===== src/rtl/uart_ctrl_pkg.sv =====
// Shared types, widths and the round-robin pick helper for the UART control slice.
package uart_ctrl_pkg;

  localparam int unsigned DIVSR_W = 10;
  localparam int unsigned DATA_W  = 8;
  localparam int unsigned PICK_W  = 8;

  typedef enum logic [1:0] {
    IDLE,
    SEND,
    CFG
  } arb_state_e;

  // One-hot winner: first set bit of req searching upward from last+1, wrapping at n.
  function automatic logic [PICK_W-1:0] rr_pick(input logic [PICK_W-1:0] req,
                                                input int unsigned       n,
                                                input int unsigned       last);
    logic [PICK_W-1:0] oh;
    logic [2:0]        sel;
    oh = '0;
    for (int unsigned k = 1; k <= PICK_W; k++) begin
      if (k <= n) begin
        sel = 3'((last + k) % n);
        if (oh == '0 && req[sel]) oh[sel] = 1'b1;
      end
    end
    return oh;
  endfunction

endpackage


===== src/rtl/uart_rr_pick.sv =====
// Combinational round-robin picker: one-hot grant plus its index from a request vector.
module uart_rr_pick
  import uart_ctrl_pkg::*;
#(
  parameter int unsigned N  = 4,
  parameter int unsigned IW = (N > 1) ? $clog2(N) : 1
) (
  input  logic [N-1:0]  req,
  input  logic [IW-1:0] last,
  output logic [N-1:0]  onehot,
  output logic [IW-1:0] idx,
  output logic          any
);

  logic [PICK_W-1:0] req_ext;
  logic [PICK_W-1:0] pick_ext;

  always_comb begin
    req_ext        = '0;
    req_ext[N-1:0] = req;
    pick_ext       = rr_pick(req_ext, N, 32'(last));
    onehot         = pick_ext[N-1:0];
    any            = |pick_ext;
    idx            = '0;
    for (int unsigned i = 0; i < N; i++) begin
      if (pick_ext[i]) idx = IW'(i);
    end
  end

endmodule


===== src/rtl/uart_tx_arbiter.sv =====
// Packet-granular round-robin sharing of the UART TX path, plus divisor ownership
// with updates deferred until no transmit bytes are in flight.
module uart_tx_arbiter
  import uart_ctrl_pkg::*;
#(
  parameter int unsigned        NREQ      = 4,
  parameter int unsigned        MAX_PKT   = 16,
  parameter int unsigned        TXQ_DEPTH = 16,
  parameter logic [DIVSR_W-1:0] DIVSR_RST = 10'd650
) (
  input  logic                     CLK,
  input  logic                     Reset_n,
  input  logic [NREQ-1:0]          req_valid,
  input  logic [NREQ*DATA_W-1:0]   req_data,
  input  logic [NREQ-1:0]          req_last,
  output logic [NREQ-1:0]          req_ready,
  output logic [NREQ-1:0]          grant,
  input  logic                     tx_full,
  input  logic                     tx_done,
  output logic                     wr_uart,
  output logic [DATA_W-1:0]        w_data,
  input  logic                     cfg_wr,
  input  logic [DIVSR_W-1:0]       cfg_divsr,
  output logic                     cfg_ack,
  output logic [DIVSR_W-1:0]       divsr,
  output logic                     busy
);

  localparam int unsigned GW = $clog2(NREQ);
  localparam int unsigned FW = $clog2(TXQ_DEPTH + 2);

  arb_state_e         state, state_nx;
  logic [GW-1:0]      last_grant, grant_idx, pick_idx;
  logic [NREQ-1:0]    grant_oh, pick_oh;
  logic               pick_any;
  logic [7:0]         byte_cnt;
  logic               cfg_pending;
  logic [DIVSR_W-1:0] cfg_val;
  logic [FW-1:0]      inflight;
  logic               xfer, pkt_end, tx_ack;

  uart_rr_pick #(.N(NREQ), .IW(GW)) u_pick (
    .req    (req_valid),
    .last   (last_grant),
    .onehot (pick_oh),
    .idx    (pick_idx),
    .any    (pick_any)
  );

  always_ff @(posedge CLK or negedge Reset_n) begin
    if (!Reset_n) state <= IDLE;
    else          state <= state_nx;
  end

  always_comb begin
    state_nx  = state;
    grant     = '0;
    req_ready = '0;
    wr_uart   = 1'b0;
    w_data    = '0;
    cfg_ack   = 1'b0;
    xfer      = 1'b0;
    pkt_end   = 1'b0;
    unique case (state)
      IDLE: begin
        // A pending divisor blocks new grants until the UART has drained.
        if (cfg_pending) begin
          if (inflight == '0) state_nx = CFG;
        end else if (pick_any) begin
          state_nx = SEND;
        end
      end
      SEND: begin
        grant                = grant_oh;
        req_ready[grant_idx] = !tx_full;
        w_data               = req_data[grant_idx*DATA_W +: DATA_W];
        xfer                 = req_valid[grant_idx] && !tx_full;
        wr_uart              = xfer;
        pkt_end              = xfer && (req_last[grant_idx] || byte_cnt == 8'(MAX_PKT - 1));
        if (pkt_end) state_nx = IDLE;
      end
      CFG: begin
        cfg_ack  = 1'b1;
        state_nx = IDLE;
      end
      default: state_nx = IDLE;
    endcase
  end

  assign tx_ack = tx_done && (inflight != '0);
  assign busy   = (state != IDLE) || (inflight != '0);

  always_ff @(posedge CLK or negedge Reset_n) begin
    if (!Reset_n) begin
      grant_oh    <= '0;
      grant_idx   <= '0;
      last_grant  <= GW'(NREQ - 1);
      byte_cnt    <= '0;
      cfg_pending <= 1'b0;
      cfg_val     <= '0;
      divsr       <= DIVSR_RST;
      inflight    <= '0;
    end else begin
      if (state == IDLE && !cfg_pending && pick_any) begin
        grant_oh  <= pick_oh;
        grant_idx <= pick_idx;
        byte_cnt  <= '0;
      end
      if (xfer)    byte_cnt   <= byte_cnt + 8'd1;
      if (pkt_end) last_grant <= grant_idx;

      // A write landing in the CFG cycle stays pending and triggers another CFG.
      if (cfg_wr) begin
        cfg_val     <= cfg_divsr;
        cfg_pending <= 1'b1;
      end else if (state == CFG) begin
        cfg_pending <= 1'b0;
      end
      if (state == CFG) divsr <= cfg_val;

      unique case ({wr_uart, tx_ack})
        2'b10:   if (inflight != '1) inflight <= inflight + 1'b1;
        2'b01:   inflight <= inflight - 1'b1;
        default: ;
      endcase
    end
  end

endmodule


===== config.mk =====
export PLATFORM = sky130hd
export DESIGN_NAME = uart_tx_arbiter
export DESIGN_NICKNAME = d
export VERILOG_FILES = /design/src/rtl/uart_ctrl_pkg.sv /design/src/rtl/uart_rr_pick.sv /design/src/rtl/uart_tx_arbiter.sv
export SDC_FILE = /design/constraint.sdc
export NUM_CORES = 1
export LEC_CHECK = 0
export ABC_AREA = 1
export CAP_MARGIN = 5
export CORE_MARGIN = 5
export CORE_UTILIZATION = 49
export CTS_BUF_LIST = sky130_fd_sc_hd__clkbuf_8
export CTS_CLUSTER_DIAMETER = 100
export DETAILED_ROUTE_END_ITERATION = 10
export GPL_TIMING_DRIVEN = 0
export PLACE_DENSITY_LB_ADDON = 0.1
export SYNTH_ARGS = -nofsm -noshare
export SYNTH_HDL_FRONTEND = slang
export SYNTH_SLANG_ARGS = --single-unit

===== constraint.sdc =====
create_clock -name CLK -period 3.52 [get_ports CLK]
set_clock_uncertainty 0.15 [all_clocks]
set_input_delay 0.704 -clock CLK [delete_from_list [all_inputs] [get_ports CLK]]
set_output_delay 0.704 -clock CLK [all_outputs]
set_load 0.01 [all_outputs]

==> metrics.txt <==
global-route wire length before repair=12.7 mm; IO Port Bufs=83; Hold-fix buffers, CTS=0; die width=85.8 um; Reg-to-Reg Start=last_grant[1]$_DFFE_PN1P_; RSZ-0062 raised after global routing=false; RR Endpoint=byte_cnt[5]$_DFFE_PN0P_; Final Util=70.1%; Core Region=0.00554 mm2; GRT Resource Usage Total=21.3%; Num CTS Buffers=5; R2R cell count=20; number of synthesized flops with an enable pin=0; post-DP HPWL=5.84 mm; Synth-to-Final Area Change=38.0%; min setup slack post-route=0.190 ns; Setup WS pre-CTS=-0.0590 ns; via/cell ratio=5.20; grt total ovfl=0; Iter 0 DRT Violations=140; final WL=7.57 mm; Nets=537; clk sink count=44; static leakage=1.78 nW; CP startpoint kind=input port; most common cell after layout, fill and taps aside=nand2_1; dominant synthesized flop cell=dfrtp_1; die area=0.00736 mm2; worst hold path type=in2async; die height=85.8 um; CTS tree=done; Crit path arrival time=2.48 ns; Seq cells post-synth=44; Worst setup startpoint=req_valid[3]; Worst Setup Path Type=in2out; fraction of registers with async set/reset=100%; commonest non-fill, non-tap cells in the layout=94 x nand2_1, 82 x clkdlybuf4s50_1, 52 x inv_1; post-route ant nets=0; Max Cap Viol=0; Post-Syn Nets=444; fin crit share=94.6%; DRC violations left=0; Syn Inst Count=376; DR pass1 iterations=4; number of global-route vias before repair=2808; tightest hold margin=0.115 ns; final setup fails=0; fin area=0.00388 mm2; DR top layer=met4; Tmin final=3.33 ns; CTS H-Tree Depth=2; clock-pin slew on the worst setup and hold paths=0.08 ns; # diodes=0; WL met2=3.58 mm; CP max stage delay=0.60 ns; clock buffer depth=2; Initial Util=50.8%; met1 wire length=3.26 mm; Vias=2820; Worst setup EP type=primary output; largest net degree at the start of global routing=35; Cell Area, Placed=0.00375 mm2; Yosys cell types=31; standard-cell rows=27; Max-slew headroom=58.8%; layout cells sized above 1=11.3%; routed len/inst=14.0 um; Mapped Area=0.00282 mm2; crit path max fanout=7; Ys Warns=0; Synth Area per Inst=7.49 um2; Max VDD drop=0.401 mV; initial antenna violation count=0; Critical Path, Cell by Cell=clkdlybuf4s50_1 -> nand3_1 -> nand3_1 -> nand2_1 -> inv_1 -> clkdlybuf4s50_1; register area share after synthesis=39.4%; CTS root buffer=clkbuf_8; status=completed; Critical Path RT=2.67 ns; slowest CP cell=clkdlybuf4s50_1; Filler cells=492; worst slew pin tran=0.613 ns; # IOs=84; worst skew pair latency=0.30 ns; Power Dens Cells=718 mW/mm2; met3 WL=627 um; RePlAce Congestion=0.909; Max Freq=0.300 GHz; R2R setup slack=0.38 ns; Hold Vio Cnt, Final=0; max-slew violations=0
==> cell families (layout without fill, tap and decap cells) <==
| group | count (synthesis) | count (layout) | synth area share, % |
|---|---|---|---|
| simple gates | 188 | 188 | 30.7 |
| buf+inv | 65 | 159 | 9.20 |
| compound gates | 61 | 61 | 13.2 |
| flops | 44 | 44 | 39.4 |
| fa+ha+maj | 13 | 13 | 6.04 |
| xor+xnor | 5 | 5 | 1.56 |
==> Yosys cell counts, drive strengths merged (3+ instances only) <==
library cell	instances	area [um2]
nand3	43	255
nand2	104	420
clkbuf	7	26.3
a22oi	10	75.1
ha	12	150
xor2	4	35.0
nand4	3	18.8
a31oi	9	56.3
a21oi	4	20.0
nor2	30	125
inv	54	203
dfrtp	38	951
buf	4	30.0
o21ai	33	165
nor3	6	30.0
dfstp	6	158
==> per-stage QoR <==
stage               cells  total power, mW  setup TNS (ns)
CTS                   540             2.76               0
finish                542             2.79               0
global placement      531             2.36               0
global route          542             3.05               0
floorplan             376             1.88               0
detailed placement    532             2.42         -0.0590
==> layout make-up <==
class | instances | area, um2 | area share, %
sequential | 44 | 1110 | 28.5
inverter | 54 | 203 | 5.22
tap | 72 | 90.1 | 2.32
multi-input combinational | 267 | 1470 | 37.9
timing repair buffer | 86 | 861 | 22.2
clock inverter | 2 | 11.3 | 0.290
clock buffer | 6 | 82.6 | 2.13
buffer | 11 | 56.3 | 1.45
==> worst max-delay path: cells and delay by family <==
family                 cells  cell delay, ns
buffers and inverters      3            1.40
and+or+nand+nor            3            0.37
==> power breakdown <==
part | leakage (nW) | total [mW] | internal [mW] | switching, mW
combinational | 1.18 | 1.66 | 0.673 | 0.984
clock | 0.0486 | 0.326 | 0.157 | 0.170
sequential | 0.545 | 0.804 | 0.684 | 0.120
total | 1.78 | 2.79 | 1.51 | 1.27
==> sequential cells by signal, summed over array words and instances (netlist names) <==
name / flops
cfg_val: 10
inflight: 5
divsr: 10
grant_idx: 2
state: 2
last_grant: 2
grant_oh: 4
byte_cnt: 8
cfg_pending: 1
==> layer usage <==
layer	GRT usage, %	vias to the layer above
met5	0	-
met4	5.47	0
met3	5.76	10
met2	37.4	101
met1	25.9	1301
li1	-	1408
==> timing repair <==
| item | 4_1_cts | 5_1_grt |
|---|---|---|
| gates resized for setup | 3 | 5 |
| setup buffers | 0 | 2 |
| setup endpoints to repair | 1 | 8 |
| endpoints found under the hold margin | 0 | 0 |
==> how the worst max path moves through the flow <==
stage,cells past startpoint,to
2_1_floorplan,20,byte_cnt[3]$_DFFE_PN0P_
3_3_place_gp,13,inflight[4]$_DFFE_PN0P_
3_5_place_dp,13,inflight[4]$_DFFE_PN0P_
4_1_cts,8,wr_uart
5_1_grt,8,wr_uart
6_report,6,wr_uart
Power figures use the tool's default switching activity.
